## config.mk

```make
export PLATFORM = sky130hd
export DESIGN_NAME = router_term_monitor
export DESIGN_NICKNAME = d
export VERILOG_FILES = /design/src/rtl/router_mon_pkg.sv /design/src/rtl/term_watchdog.sv /design/src/rtl/router_term_monitor.sv
export SDC_FILE = /design/constraint.sdc
export NUM_CORES = 1
export LEC_CHECK = 0
export BUFFER_PORTS_ARGS = -buffer_cell sky130_fd_sc_hd__buf_4
export CORE_AREA = 2 2 296 298
export DETAILED_ROUTE_END_ITERATION = 8
export DIE_AREA = 0 0 298 300
export GPL_TIMING_DRIVEN = 0
export MAX_ROUTING_LAYER = met4
export PLACE_DENSITY = 0.37
export SETUP_SLACK_MARGIN = 0.05
export SLEW_MARGIN = 10
export SYNTH_ARGS = -nofsm -noshare
export SYNTH_HDL_FRONTEND = slang
export SYNTH_SLANG_ARGS = --single-unit
```

## constraint.sdc

```tcl
create_clock -name clk -period 18 [get_ports clk]
set_clock_uncertainty 0.05 [all_clocks]
set_input_delay 1.8 -clock clk [delete_from_list [all_inputs] [get_ports clk]]
set_output_delay 1.8 -clock clk [all_outputs]
set_load 0.02 [all_outputs]
```

## src/rtl/router_mon_pkg.sv

```systemverilog
// Shared definitions for the router terminal monitor: destination-field
// defaults, first-error codes and small arithmetic helpers.
package router_mon_pkg;

    localparam int DST_MSB_DEF = 31;
    localparam int DST_LSB_DEF = 24;

    typedef enum logic [1:0] {
        ERR_NONE  = 2'b00,
        ERR_TO    = 2'b01,
        ERR_DEST  = 2'b10,
        ERR_PROTO = 2'b11
    } err_code_e;

    // Number of set bits in a vector of up to 64 terminals.
    function automatic logic [31:0] popcount(input logic [63:0] v);
        logic [31:0] c;
        c = '0;
        for (int i = 0; i < 64; i++) begin
            c = c + {31'd0, v[i]};
        end
        return c;
    endfunction

    // a + b clamped to the largest value representable in w bits.
    function automatic logic [31:0] sat_add(input logic [31:0] a,
                                            input logic [31:0] b,
                                            input int unsigned w);
        logic [32:0] s;
        logic [31:0] m;
        s = {1'b0, a} + {1'b0, b};
        m = (w >= 32) ? '1 : ((32'd1 << w) - 32'd1);
        return (s[32] || (s[31:0] > m)) ? m : s[31:0];
    endfunction

endpackage

```

## src/rtl/term_watchdog.sv

```systemverilog
// Per-terminal watchdog: tracks how long a pending packet has stalled,
// checks the destination of popped packets and flags pops of an empty port.
module term_watchdog
    import router_mon_pkg::*;
#(
    parameter int              TO_W     = 8,
    parameter int              DST_W    = 8,
    parameter int              TERM_ID  = 0,
    parameter bit              BCAST_EN = 1'b0,
    parameter logic [DST_W-1:0] BCAST_ID = '1
) (
    input  logic             clk_i,
    input  logic             rst_ni,
    input  logic             enable_i,
    input  logic             pndng_i,
    input  logic             pop_i,
    input  logic [TO_W-1:0]  timeout_cfg_i,
    input  logic [DST_W-1:0] dest_i,
    output logic             hs_o,
    output logic             to_evt_o,
    output logic             dest_evt_o,
    output logic             proto_evt_o,
    output logic [1:0]       code_o
);

    logic [TO_W-1:0] wait_q, wait_d;
    logic            fired_q, fired_d;
    logic            clr_wait;
    logic            dest_bad;
    err_code_e       code;

    // Stall tracking, event strobes and the per-terminal priority code.
    always_comb begin
        clr_wait    = !pndng_i || pop_i || !enable_i;
        dest_bad    = (dest_i != DST_W'(TERM_ID)) && !(BCAST_EN && (dest_i == BCAST_ID));
        hs_o        = enable_i && pndng_i && pop_i;
        dest_evt_o  = hs_o && dest_bad;
        proto_evt_o = enable_i && pop_i && !pndng_i;
        // A new timeout_cfg is compared directly, so a shortened limit that
        // the counter already passed simply never matches in this episode.
        to_evt_o    = enable_i && (timeout_cfg_i != '0) && pndng_i && !pop_i &&
                      (wait_q == (timeout_cfg_i - TO_W'(1))) && !fired_q;

        code = ERR_NONE;
        if (dest_evt_o) begin
            code = ERR_DEST;
        end else if (proto_evt_o) begin
            code = ERR_PROTO;
        end else if (to_evt_o) begin
            code = ERR_TO;
        end
        code_o = code;

        wait_d  = wait_q;
        fired_d = fired_q;
        if (clr_wait) begin
            wait_d  = '0;
            fired_d = 1'b0;
        end else begin
            if (!(&wait_q)) begin
                wait_d = wait_q + TO_W'(1);
            end
            fired_d = fired_q | to_evt_o;
        end
    end

    // Stall counter and one-shot timeout latch.
    always_ff @(posedge clk_i or negedge rst_ni) begin
        if (!rst_ni) begin
            wait_q  <= '0;
            fired_q <= 1'b0;
        end else begin
            wait_q  <= wait_d;
            fired_q <= fired_d;
        end
    end

endmodule

```

## src/rtl/router_term_monitor.sv

```systemverilog
// Monitor for all mesh-router output terminals: aggregates per-terminal
// watchdog events into saturating counters, sticky flags and a capture of
// the first error seen.
module router_term_monitor
    import router_mon_pkg::*;
#(
    parameter int ROWS     = 4,
    parameter int COLUMS   = 4,
    parameter int N_TERMS  = 2*ROWS + 2*COLUMS,
    parameter int PCK_SZ   = 40,
    parameter int DST_MSB  = DST_MSB_DEF,
    parameter int DST_LSB  = DST_LSB_DEF,
    parameter int TO_W     = 8,
    parameter int CNT_W    = 16,
    parameter bit BCAST_EN = 1'b0,
    parameter logic [DST_MSB-DST_LSB:0] BCAST_ID = '1
) (
    input  logic                       clk,
    input  logic                       reset,
    input  logic [N_TERMS*PCK_SZ-1:0]  data_out,
    input  logic [N_TERMS-1:0]         pndng,
    input  logic [N_TERMS-1:0]         pop,
    input  logic                       enable,
    input  logic                       clr_stats,
    input  logic [TO_W-1:0]            timeout_cfg,
    output logic [N_TERMS-1:0]         err_sticky,
    output logic [CNT_W-1:0]           pkt_cnt,
    output logic [CNT_W-1:0]           dest_err_cnt,
    output logic [CNT_W-1:0]           timeout_cnt,
    output logic                       first_err_valid,
    output logic [$clog2(N_TERMS)-1:0] first_err_term,
    output logic [1:0]                 first_err_code
);

    localparam int DST_W  = DST_MSB - DST_LSB + 1;
    localparam int TERM_W = $clog2(N_TERMS);

    logic [N_TERMS-1:0] hs_v, to_v, dest_v, proto_v, evt_v;
    logic [1:0]         code_v [N_TERMS];

    logic [N_TERMS-1:0] sticky_q, sticky_d;
    logic [CNT_W-1:0]   pkt_q, pkt_d, dst_q, dst_d, to_q, to_d;
    logic               fe_valid_q, fe_valid_d;
    logic [TERM_W-1:0]  fe_term_q, fe_term_d;
    logic [1:0]         fe_code_q, fe_code_d;

    // Only the destination field is inspected; the rest of each packet is
    // tapped but intentionally ignored.
    logic unused_data;
    assign unused_data = ^data_out;

    for (genvar g = 0; g < N_TERMS; g++) begin : g_term
        term_watchdog #(
            .TO_W    (TO_W),
            .DST_W   (DST_W),
            .TERM_ID (g),
            .BCAST_EN(BCAST_EN),
            .BCAST_ID(BCAST_ID)
        ) u_wd (
            .clk_i        (clk),
            .rst_ni       (reset),
            .enable_i     (enable),
            .pndng_i      (pndng[g]),
            .pop_i        (pop[g]),
            .timeout_cfg_i(timeout_cfg),
            .dest_i       (data_out[g*PCK_SZ + DST_LSB +: DST_W]),
            .hs_o         (hs_v[g]),
            .to_evt_o     (to_v[g]),
            .dest_evt_o   (dest_v[g]),
            .proto_evt_o  (proto_v[g]),
            .code_o       (code_v[g])
        );
    end

    // Next-state of statistics, sticky flags and first-error capture.
    always_comb begin
        evt_v    = to_v | dest_v | proto_v;
        sticky_d = sticky_q | evt_v;
        pkt_d    = CNT_W'(sat_add(32'(pkt_q), popcount(64'(hs_v)),   CNT_W));
        dst_d    = CNT_W'(sat_add(32'(dst_q), popcount(64'(dest_v)), CNT_W));
        to_d     = CNT_W'(sat_add(32'(to_q),  popcount(64'(to_v)),   CNT_W));

        fe_valid_d = fe_valid_q;
        fe_term_d  = fe_term_q;
        fe_code_d  = fe_code_q;
        if (!fe_valid_q) begin
            // Scan high to low so the lowest-indexed event is the one kept.
            for (int i = N_TERMS - 1; i >= 0; i--) begin
                if (evt_v[i]) begin
                    fe_valid_d = 1'b1;
                    fe_term_d  = TERM_W'(i);
                    fe_code_d  = code_v[i];
                end
            end
        end

        // Clearing wins over anything that happens in the same cycle.
        if (clr_stats) begin
            sticky_d   = '0;
            pkt_d      = '0;
            dst_d      = '0;
            to_d       = '0;
            fe_valid_d = 1'b0;
            fe_term_d  = '0;
            fe_code_d  = ERR_NONE;
        end
    end

    // Registered statistics and capture state.
    always_ff @(posedge clk or negedge reset) begin
        if (!reset) begin
            sticky_q   <= '0;
            pkt_q      <= '0;
            dst_q      <= '0;
            to_q       <= '0;
            fe_valid_q <= 1'b0;
            fe_term_q  <= '0;
            fe_code_q  <= ERR_NONE;
        end else begin
            sticky_q   <= sticky_d;
            pkt_q      <= pkt_d;
            dst_q      <= dst_d;
            to_q       <= to_d;
            fe_valid_q <= fe_valid_d;
            fe_term_q  <= fe_term_d;
            fe_code_q  <= fe_code_d;
        end
    end

    assign err_sticky      = sticky_q;
    assign pkt_cnt         = pkt_q;
    assign dest_err_cnt    = dst_q;
    assign timeout_cnt     = to_q;
    assign first_err_valid = fe_valid_q;
    assign first_err_term  = fe_term_q;
    assign first_err_code  = fe_code_q;

endmodule

```

* After elaboration in Yosys (flattened, before gate mapping)
Cells that the tools add are included. Widths: inputs -> output; s select.
Operators by class: mux-type cells 157, eq/ne operators 48, add/subtract/negate cells 65, bitwise gates (word level) 19, reductions and logical operators 249, magnitude comparators 3
Operators with widths (count):
- $mux 8 | 32
- $logic_and 1x1->1 | 145
- $add 8x1->8 const B | 16
- $eq 8x8->1 | 16
- $reduce_and 8->1 | 16
- $mux 16 | 7
- $mux 2 | 50
- $mux 4 | 18
- $ne 8x4->1 const B | 8
- $add 16x16->17 | 3
- $gt 17x16->1 const B | 3
- $mux 1 | 50
- $logic_not 1->1 | 49
- $add 15x1->16 | 3
- $or 16x16->16 | 3
- $add 14x1->15 | 3
- $add 13x1->14 | 3
- $add 12x1->13 | 3
- $add 11x1->12 | 3
- $add 10x1->11 | 3
- $logic_or 1x1->1 | 32
- $ne 2x1->1 const B | 16
- $ne 8x3->1 const B | 4
- $add 9x1->10 | 3
- other kinds (17) | 52
Storage, ports and cells: logic and storage cells 580, flip-flop bits (word level) 215, input bits 684, output and inout port bits 71

* Logic depth before layout (Yosys ltp)
Gate-level depths: netlist (run 1).
depth after elaboration 27, depth in mapped cells 31, mapped depth without buffers 26

* Hierarchy
Synthesis (run 1) repeated with hierarchy kept, for this count alone.
Unflattened totals: cells, all modules 2073, area, all modules 17956.0 sq um
By module, submodules not included:
- router_term_monitor | instances 1, area an instance 5440.2 sq um, cells each 587, sequential area each 1776.7 sq um
- term_watchdog at g_term[11].u_wd ... | instances 3, area an instance 739.5 sq um, cells each 85, sequential area each 225.2 sq um
- term_watchdog at g_term[1].u_wd ... | instances 3, area an instance 738.2 sq um, cells each 85, sequential area each 225.2 sq um
- term_watchdog at g_term[6].u_wd ... | instances 2, area an instance 870.8 sq um, cells each 98, sequential area each 225.2 sq um
- term_watchdog at g_term[10].u_wd ... | instances 2, area an instance 770.7 sq um, cells each 98, sequential area each 225.2 sq um
- term_watchdog at g_term[12].u_wd ... | instances 2, area an instance 769.5 sq um, cells each 98, sequential area each 225.2 sq um
- term_watchdog at g_term[9].u_wd | instances 1, area an instance 878.3 sq um, cells each 98, sequential area each 225.2 sq um
- term_watchdog at g_term[8].u_wd | instances 1, area an instance 847.1 sq um, cells each 94, sequential area each 225.2 sq um
- term_watchdog at g_term[15].u_wd | instances 1, area an instance 768.2 sq um, cells each 98, sequential area each 225.2 sq um
- term_watchdog at g_term[0].u_wd | instances 1, area an instance 767.0 sq um, cells each 98, sequential area each 225.2 sq um

* Worst setup path before layout (run 1)
OpenSTA, ideal clock, no wires.
path type in2reg, start point input timeout_cfg[0], end point register to_q[10] (netlist: timeout_cnt[10]), library setup time 0.078 ns, data required time 17.872 ns, cell stages on the path 29, arrival time 8.715 ns, buffers on the path 5, path slack 9.157 ns, cell sequence buf_2 > buf_2 > buf_2 > inv_1 > ha_1 > clkbuf_1 > xor2_1 > nand2_1 > a2111o_1 > or4_1 > nor4_2 > and2_1 > fa_1 > inv_1 > fa_1 > inv_1 > fa_1 > fa_1 > fa_1 > inv_1 > fa_1 > nor2b_1 > o21ai_0 > a21oi_1 > o21ai_0 > or2_2 > or3_1 > clkbuf_1 > a21oi_1
On the way: longest elaborated chain between the ends 26, elaborated cells between the ends (all ways) 103, those cells by class add/sub: 17; order compare: 1; eq/ne: 16; mux: 2; reduce/logical: 67
RTL lines:
- start, declared | line router_term_monitor.sv:25 | input logic [TO_W-1:0] timeout_cfg,
- parallel branches: the longest is 20 deep, another holds $add 8x1->9
- $add 15x1->16 * | line router_mon_pkg.sv:20 | c = c + {31'd0, v[i]};
- $add 16x16->17 * | line router_mon_pkg.sv:31 | s = {1'b0, a} + {1'b0, b};
- $gt 17x16->1 | line router_mon_pkg.sv:33 | return (s[32] || (s[31:0] > m)) ? m : s[31:0];
- $logic_or 1x1->1 | line router_mon_pkg.sv:33
- $mux 16 * | line router_mon_pkg.sv:33
- $mux 16 * | line router_term_monitor.sv:98 | if (clr_stats) begin
- named net to_d[10] | line router_term_monitor.sv:42 | logic [CNT_W-1:0] pkt_q, pkt_d, dst_q, dst_d, to_q, to_d;
- end signal, assigned | line router_term_monitor.sv:123 | to_q <= to_d;
- end, declared | line router_term_monitor.sv:42
Mark *: on every way through the listed nets, which the timed path passes. A chain may end at the register's enable or synchronous reset.

* Worst setup path after layout (run 1)
start point input timeout_cfg[0], end point register to_q[6] (netlist: timeout_cnt[6])
Same word-level chain as after synthesis.

==> results of run 1 <==
## state kept, by name, summed over array words and instances (netlist names)
name / cells
err_sticky: 16
pkt_cnt: 16
g_term.u_wd.wait_q: 128
first_err_code: 2
dest_err_cnt: 16
first_err_term: 4
first_err_valid: 1
timeout_cnt: 16
g_term.u_wd.fired_q: 16
## layout make-up
type / count / area, µm²
clock inverters: 7 / 91.3
plain buffers: 76 / 360
repair buffers: 239 / 1840
inverters: 94 / 353
clock buffers: 45 / 856
fillers: 9534 / 66100
flip-flops and latches: 215 / 5380
multi-input cells: 1380 / 9800
diodes: 12 / 30.0
well taps: 1155 / 1450
## stage by stage
stage | total power, µW | instance area (µm²)
finish | 1390 | 20200
global route | 1470 | 20200
CTS | 1420 | 20100
detailed placement | 812 | 19200
global placement | 811 | 19100
floorplan | 682 | 15900
## path summary, 6_finish.rpt
path,slack [ns],cells after the start,end
worst max-delay path,7.25,27,timeout_cnt[6]
worst min-delay path,0.44,2,first_err_code[1]
worst max register to register,10.81,23,timeout_cnt[6]
worst min register to register,0.44,2,first_err_code[1]
max in group asynchronous,15.89,2,g_term[11].u_wd.wait_q[1]
min in group asynchronous,1.08,1,timeout_cnt[7]
## cells in the mapped netlist, drive strengths merged, types with 36 or more instances
library cell / number
inv: 93
dfrtp: 215
nor2: 216
o21ai: 75
clkbuf: 46
fa: 36
xor2: 58
nor3: 55
a21oi: 113
nand2: 101
and3: 46
xnor2: 102
nand3: 121
ha: 42
## power by group through the flow
stage / combinational [µW] / sequential [µW] / clock, µW
after global placement: 294 / 517 / 0
after global routing: 326 / 511 / 630
after floorplan: 155 / 527 / 0
final: 293 / 509 / 592
after CTS: 298 / 509 / 615
after detailed placement: 295 / 517 / 0
## layer usage
metal / wire length [µm] / track usage
met5: 0 / -
met4: 1520 / 0.0361
met3: 5170 / 0.0413
met2: 29700 / 0.234
met1: 28100 / 0.179
## cell families after synthesis
family | after synthesis
flops | 215
simple gates | 776
mux | 21
compound gates | 313
xor+xnor | 191
fa+ha+maj | 79
buf+inv | 170
## worst max-delay path, cell delays in order
cell and delay [ns]:
buf_2 0.23, buf_2 0.40, buf_2 0.60, inv_1 0.14, ha_1 0.30, clkbuf_1 0.64
buf_2 0.66, xnor2_1 0.15, nor3_1 0.33, nand4_1 0.16, or4_1 0.53, nor3_1 0.54
fa_1 0.54, fa_1 0.53, fa_1 0.45, fa_1 0.52, fa_1 0.20, inv_1 0.06
fa_1 0.40, nor2b_1 0.12, o21ai_0 0.11, a21oi_1 0.19, o21ai_0 0.25, or2_2 0.39
or3_1 0.46, clkbuf_1 0.28, a21oi_1 0.19
==> summary.md, run 1 <==
| Metric | Value |
|---|---|
| Fin nets | `2797` |
| Critical Path Fanout Max | `10` |
| Max Clock Freq | `0.0930 GHz` |
| Leakage dissipation | `0.00866 µW` |
| Synth area leader | `dfrtp_1` |
| Total Neg Setup Slack | `0 ns` |
| Register area share after synthesis | `0.339` |
| Fin crit period | `10.75 ns` |
| GRT Resource Usage Total | `0.145` |
| Most frequent cells in the layout | `buf_4, dfrtp_1, nor2_1` |
| Critical path arrival | `around 11 ns` |
| Post-Place Cells | `approximately 3200` |
| RSZ-0062 raised after global routing | `no` |
| Worst hold path class | `register to register` |
| Switching pwr | `420 µW` |
| Pin count of the biggest net entering global routing | `94` |
| Post-DRT Antenna Nets | `0` |
| Crit path required time | `18.46 ns` |
| Max-Slew Margin vs Limit | `0.0515` |
| Fin. Hold Viols | `0` |
| CTS hold repair buffers | `0` |
| Place WS | `about 6.6 ns` |
| CTS buffer count | `29` |
| Postcts setup bufs | `0` |
| CTS max path bufs | `3` |
| Die width | `298 µm` |
| Syn Area/Cell | `9.00 µm²` |
| Die ar. | `89400 µm²` |
| Sw Share | `0.301` |
| Routed len/inst | `20.0 µm` |
| Total grt overflow | `0` |
| Synth Net Count | `2527` |
| Comb power frac | `0.210` |
| CTS tree | `yes` |
| DR vias/cell | `4.43` |
| Post-route DRC violation count | `0` |
| Num rows | `about 110` |
| Synth cell types | `98` |
| Initial Util | `0.184` |
| Final Util | `0.234` |
| CTS H-tree depth | `1` |
| Status | `completed` |
| Clk pin slew, worst setup/hold paths | `0.06 ns` |
| Commonest non-fill, non-tap cell in the layout | `buf_4` |
| Dominant synthesized flop cell | `dfrtp_1` |
| Worst setup EP type | `register` |
| Largest family of logic cells by synthesized area | `simple AND/OR/NAND/NOR gates` |
| Mapped cell area | `15900 µm²` |
| IO Count | `755` |
| Final setup fails | `0` |
| Final HPWL DP | `49700 µm` |
| Pre-Repair DR Iteration Count | `7` |
| Worst skew pair latency | `0.60 ns` |
| Clk sinks | `approximately 220` |
| Post-synthesis mux area share | `0.0132` |
| Share of cells above drive strength 1 | `0.176` |
| Simple-Gate Fraction of Synth Area | `0.263` |
| Synth top area cells | `dfrtp_1, xnor2_1, nor2_1` |
| Fin. max-slew vios | `0` |
| Syn Inst Count | `1765` |
| Hold path start | `first_err_code[1]` |
| Crit share post-route | `0.597` |
| Initial antenna violation count | `13` |
| Sequential share of power | `0.365` |
| Setup ws final | `between 7 and 8 ns` |
| FF-to-FF Start | `g_term[6].u_wd.wait_q[0]` |
| Number of synthesized flops with an enable pin | `0` |
| P per Cell Area | `between 60 and 70 nW/µm²` |
| Finished Layout Cells | `around 3200` |
| Total internal power | `974 µW` |
| Vias | `between 10000 and 15000` |
| Startpoint types | `primary input` |
| Syn-to-layout area delta | `27.0%` |
| Routed WL | `between 60000 and 70000 µm` |
| Final weighted congestion in routability-driven placement | `between 0.8 and 0.9` |
| DIE HEIGHT | `300 µm` |
| Slew @ Worst Pin | `approximately 1.4 ns` |
| Register bit total from synthesis | `215` |
| Synth Area in XOR/XNOR | `0.135` |
| First-pass GRT wire length | `between 90000 and 100000 µm` |
| Max Cap Violations | `0` |
| Number of global-route vias before repair | `between 10000 and 15000` |
| Synth Area in Adders | `0.0791` |
| Synth Area in Compound Gates | `0.126` |
| Clk pwr share | `0.425` |
| CTS root buffer | `clkbuf_16` |
| Async set or reset register ratio after synthesis | `1.00` |
| Crit path from | `timeout_cfg[0]` |
| Worst Setup Path Type | `primary input to register` |
| Peak supply drop | `0.0700 mV` |
| Post-CTS sizing | `0` |
| 1st-iter DRT viols | `818` |
| Area of the core | `86200 µm²` |
| Buffers on Ports | `236` |
| Top cell type's share of synthesized area | `0.339` |
| Worst hold margin | `0.441 ns` |
| YS warnings | `0` |
Power figures use the tool's default switching activity.
==> inputs of run 2 (changes only) <==
clock period = 10.13 ns   (was 18 ns; I/O delays follow)
==> run 2 against run 1 <==
Compared with the run above:
- global-route usage did not move
- register-to-register slack got worse by 7.9 ns
- die area did not move
- clock power increased by 77%
- design area hardly changed
- wire length about the same
- sequential power grew 78%
- first-iteration DRC count is 8.2% lower
- total power rose by 78%
- final cell count is essentially flat
- via count is 0.72% higher
- critical endpoint is now timeout_cnt[7]
==> summary.md, run 2 (synthesis gave the netlist of run 1 again) <==
| Metric | Value |
|---|---|
| Total grt overflow | `0` |
| Worst setup EP type | `register` |
| Place WS | `-0.531 ns` |
| Slew @ Worst Pin | `1.44 ns` |
| Die ar. | `89400 µm²` |
| Fin nets | `2796` |
| Fin. max-slew vios | `0` |
| Buffers on Ports | `236` |
| FF-to-FF Start | `g_term[6].u_wd.wait_q[0]` |
| Peak supply drop | `0.125 mV` |
| Max-Slew Margin vs Limit | `0.0360` |
| Critical R2R Capture | `timeout_cnt[7]` |
| Area of the core | `between 80000 and 90000 µm²` |
| Status | `completed` |
| Die width | `between 200 and 300 µm` |
| DIE HEIGHT | `300 µm` |
| Final HPWL DP | `about 50000 µm` |
| Pin count of the biggest net entering global routing | `94` |
| CTS root buffer | `clkbuf_16` |
| Routed WL | `64500 µm` |
| Post-Place Cells | `3159` |
| Num rows | `108` |
| First-pass GRT wire length | `between 90000 and 100000 µm` |
| Crit path required time | `roughly 11 ns` |
| DR vias/cell | `4.47` |
| CP max-delay cell | `buf_2` |
| Worst hold margin | `0.287 ns` |
| Crit share post-route | `0.939` |
| Max Clock Freq | `0.105 GHz` |
| RSZ-0062 raised after global routing | `no` |
| Share of cells above drive strength 1 | `0.177` |
| Fillcell total | `9533` |
| Initial antenna violation count | `13` |
| Post-route DRC violation count | `0` |
| 1st-iter DRT viols | `between 700 and 800` |
| Largest Register | `g_term.u_wd.wait_q` |
| Commonest non-fill, non-tap cell in the layout | `buf_4` |
| Startpoint types | `primary input` |
| Critical path arrival | `9.97 ns` |
| Initial Util | `0.184` |
| Fin. Hold Viols | `0` |
| Most frequent cells in the layout | `buf_4, dfrtp_1, nor2_1` |
| CTS H-tree depth | `1` |
| Top cell by count, worst path | `fa_1` |
| Setup ws final | `0.619 ns` |
| IO Count | `755` |
| Largest register FFs | `128` |
| Fin crit period | `9.51 ns` |
| Worst R2R Path Depth | `23` |
| CTS buffer count | `29` |
| Final Util | `0.234` |
| Leakage dissipation | `0.00866 µW` |
| Worst hold path class | `primary input to asynchronous set/reset pin` |
| Clk pin slew, worst setup/hold paths | `0.06 ns` |
| Post-DRT Antenna Nets | `0` |
| Finished Layout Cells | `3222` |
| Worst skew pair latency | `between 0.5 and 0.6 ns` |
| P per Cell Area | `123 nW/µm²` |
| CTS tree | `yes` |
| GRT Resource Usage Total | `0.145` |
| Clk sinks | `215` |
| CTS max path bufs | `3` |
| Final setup fails | `0` |
| Max incr delay on CP | `0.61 ns` |
| Vias | `14394` |
| Syn-to-layout area delta | `27.0%` |
| Number of global-route vias before repair | `14506` |
| Routed len/inst | `20.0 µm` |
| Critical Path Fanout Max | `10` |
| Postcts setup bufs | `0` |
| Max Cap Violations | `0` |
| R2R Setup Slk | `2.96 ns` |
| Worst Setup Path Type | `primary input to register` |
| Final weighted congestion in routability-driven placement | `a little under 0.9` |
| Pre-Repair DR Iteration Count | `7` |
[run 2: cell types whose count changed in the layout (fill, tap and decap cells not counted), sizes merged]
| cell | previous run | this run |
|---|---|---|
| buf | 269 | 268 |
[run 2: worst max path at each step]
stage                   startpoint  cells past startpoint  slack (ns)             end
finish              timeout_cfg[0]                     30        0.62  timeout_cnt[7]
detailed placement  timeout_cfg[0]                     27       -0.53  timeout_cnt[6]
CTS                 timeout_cfg[0]                     27        0.05  timeout_cnt[7]
global route        timeout_cfg[0]                     30        0.16  timeout_cnt[7]
floorplan           timeout_cfg[0]                     29        2.07  timeout_cnt[3]
global placement    timeout_cfg[0]                     27       -0.57  timeout_cnt[3]
[run 2: metal layers]
metal  part of all wire  GRT usage  up-vias
met2               0.46      0.234      463
met3              0.082     0.0413       87
li1                   -          -     6821
met1               0.43      0.179     7023
met4              0.025     0.0361        0
met5                  0          -        -
[run 2: critical path: cells and delay by family]
family,cells,cell delay [ns]
fa+ha+maj,7,2.65
compound gates,4,0.74
simple gates,7,2.56
buf+inv,10,2.30
xor+xnor,2,0.64
[run 2: per-stage QoR]
stage | total power [µW] | instance area, µm² | setup TNS (ns)
2_1_floorplan | 1210 | 15900 | 0
3_3_place_gp | 1440 | 19100 | -6.62
3_5_place_dp | 1440 | 19200 | -6.00
4_1_cts | 2530 | 20100 | 0
5_1_grt | 2610 | 20200 | 0
6_report | 2470 | 20200 | 0
[run 2: repair_timing]
action | in CTS | in global routing
resized for setup | 0 | 3
hold buffers | 0 | 0
endpoints found under the setup margin | 0 | 13
[run 2: report_power, final]
part | internal, µW | switching, µW
sequential | 883 | 21.5
clock | 626 | 425
combinational | 224 | 297
[run 2: final cells by class]
cell class | instances | area, µm² | area share
multi-input cells | 1380 | 9810 | 0.487
flip-flops and latches | 215 | 5380 | 0.267
repair buffers | 239 | 1840 | 0.0913
well taps | 1155 | 1450 | 0.0716
clock buffers | 45 | 856 | 0.0424
plain buffers | 75 | 359 | 0.0178
inverters | 94 | 353 | 0.0175
clock inverters | 7 | 91.3 | 0.00453
diodes | 12 | 30.0 | 0.00149
==> inputs of run 3 (changes only) <==
MAX_ROUTING_LAYER = default   (was met4)
==> run 3 against run 2 <==
Compared with the run above:
- hold slack got worse by 0.00057 ns
- worst setup slack got worse by 0.029 ns
- maximum frequency decreased by 0.30%
- total power about the same
- non-clock buffer count unchanged
- combinational power about the same
- utilization about the same
- sequential share of layout area about the same
- die area unchanged
- sequential cell count unchanged
- highest routed layer is now met5
==> summary.md, run 3 (synthesis gave the netlist of run 1 again) <==
| Metric | Value |
|---|---|
| Pin count of the biggest net entering global routing | `94` |
| Commonest non-fill, non-tap cell in the layout | `buf_4` |
| Critical R2R Capture | `timeout_cnt[6]` |
| CTS tree | `yes` |
| Critical path arrival | `10.00 ns` |
| DIE HEIGHT | `300 µm` |
| Final Util | `0.234` |
| Total internal power | `approximately 1700 µW` |
| Max incr delay on CP | `0.59 ns` |
| Die width | `298 µm` |
| Post-DRT Antenna Nets | `0` |
| Initial Util | `0.184` |
| CTS hold repair buffers | `0` |
| Crit path required time | `about 11 ns` |
| CTS root buffer | `clkbuf_16` |
| Top cell by count, worst path | `fa_1` |
| Final HPWL DP | `49700 µm` |
| Peak supply drop | `0.125 mV` |
| CTS max path bufs | `3` |
| GRT Resource Usage Total | `0.141` |
| First-pass GRT wire length | `95800 µm` |
| IO Count | `755` |
| CTS H-tree depth | `1` |
| DR vias/cell | `roughly 4.5` |
| CP max-delay cell | `buf_2` |
| Final setup fails | `0` |
| Vias | `14319` |
| 1st-iter DRT viols | `807` |
| Post-Place Cells | `3159` |
| Area of the core | `roughly 86000 µm²` |
| Syn-to-layout area delta | `26.9%` |
| Setup ws final | `0.590 ns` |
| Leakage dissipation | `0.00866 µW` |
| Fillcell total | `between 9000 and 10000` |
| Final weighted congestion in routability-driven placement | `between 0.8 and 0.9` |
| R2R Setup Slk | `~2.9 ns` |
| Seq. cell area | `5380 µm²` |
| Num rows | `108` |
| Routed len/inst | `roughly 20 µm` |
| Die ar. | `a little under 90000 µm²` |
| Place WS | `-0.531 ns` |
| Worst setup EP type | `register` |
| Finished Layout Cells | `3214` |
| Share of cells above drive strength 1 | `0.177` |
| Worst hold path class | `primary input to asynchronous set/reset pin` |
| Worst Setup Path Type | `primary input to register` |
| Initial antenna violation count | `14` |
| Worst R2R Path Depth | `23` |
| Crit share post-route | `0.942` |
| Postcts setup bufs | `0` |
| Status | `completed` |
| Fin crit period | `between 9 and 10 ns` |
| Max Clock Freq | `0.105 GHz` |
| Total grt overflow | `0` |
| Multi-input combinational cell area | `around 9800 µm²` |
| Worst skew pair latency | `about 0.60 ns` |
| Fin nets | `2796` |
| Number of global-route vias before repair | `14478` |
| Max Cap Violations | `0` |
| Max-Slew Margin vs Limit | `0.0682` |
| Clk pin slew, worst setup/hold paths | `approximately 0.060 ns` |
| Post-route DRC violation count | `0` |
| Routed WL | `approximately 64000 µm` |
| WP buf/inv | `10` |
| Comb power frac | `0.210` |
| Critical Path Fanout Max | `10` |
| Clk pwr share | `0.425` |
| P per Cell Area | `123 nW/µm²` |
| Pre-Repair DR Iteration Count | `6` |
| CP top delay family | `adder cells` |
| Most frequent cells in the layout | `buf_4, dfrtp_1, nor2_1` |
| FF-to-FF Start | `g_term[6].u_wd.wait_q[0]` |
| Clk sinks | `215` |
| Largest register FFs | `128` |
| RSZ-0062 raised after global routing | `no` |
| CTS buffer count | `29` |
| Buffers on Ports | `around 240` |
| Slew @ Worst Pin | `between 1 and 1.5 ns` |
| Fin. Hold Viols | `0` |
| Switching pwr | `roughly 740 µW` |
| Startpoint types | `primary input` |
| Sequential share of power | `0.365` |
| Sw Share | `0.300` |
| Largest Register | `g_term.u_wd.wait_q` |
| Fin. max-slew vios | `0` |
[run 3: cell count changes in the layout (fill, tap and decap cells not counted)]
| cell | previous run | this run |
|---|---|---|
| diode_2 | 12 | 4 |
[run 3: area by class of cell]
cell class,instances,area share
multi-input combinational,1380,0.487
sequential,215,0.267
timing repair buffer,239,0.0914
tap,1155,0.0717
clock buffer,45,0.0425
buffer,75,0.0178
inverter,94,0.0175
clock inverter,7,0.00453
antenna,4,0.000497
[run 3: worst register-to-register path, stage by stage (launching register included)]
cell	delay [ns]
dfrtp_1	0.44
xor2_1	0.17
nand2_1	0.06
a2111o_1	0.27
or4_1	0.53
nor4_2	0.58
and2_1	0.38
fa_1	0.47
inv_1	0.08
fa_1	0.40
inv_1	0.08
fa_1	0.44
fa_1	0.52
fa_1	0.20
inv_1	0.06
fa_1	0.40
nor2b_1	0.12
o21ai_0	0.11
a21oi_1	0.19
o21ai_0	0.24
or2_2	0.39
or3_1	0.46
clkbuf_1	0.28
a21oi_1	0.19
[run 3: how the worst max path moves through the flow]
| stage | depth (start not counted) | start | end |
|---|---|---|---|
| after floorplan | 29 | timeout_cfg[0] | timeout_cnt[3] |
| after global placement | 27 | timeout_cfg[0] | timeout_cnt[3] |
| after detailed placement | 27 | timeout_cfg[0] | timeout_cnt[6] |
| after CTS | 27 | timeout_cfg[0] | timeout_cnt[7] |
| after global routing | 30 | timeout_cfg[0] | timeout_cnt[7] |
| final | 30 | timeout_cfg[0] | timeout_cnt[6] |
[run 3: per-layer routing]
layer / part of all wire / routed length (µm) / track usage
met2: 0.46 / 29800 / 0.234
met4: 0.023 / 1470 / 0.0365
met1: 0.44 / 28100 / 0.179
met3: 0.076 / 4910 / 0.0415
met5: 0.0020 / 130 / 0
[run 3: what timing repair did]
item,CTS,global route
endpoints found under the hold margin,0,0
endpoints found under the setup margin,0,13
resized for setup,0,3
[run 3: power groups by stage]
stage	sequential, µW	combinational (µW)	clock, µW
finish	904	520	1050
global route	907	580	1120
CTS	905	530	1090
detailed placement	919	523	0
global placement	919	522	0
floorplan	937	275	0
[run 3: metrics by stage]
step	setup TNS (ns)	power, µW	hold slack [ns]	cell area, µm²
6_report	0	2470	0.287	20200
5_1_grt	0	2610	0.299	20100
4_1_cts	0	2530	0.280	20100
3_5_place_dp	-6.00	1440	0.429	19200
3_3_place_gp	-6.62	1440	0.434	19100
2_1_floorplan	0	1210	0.416	15900
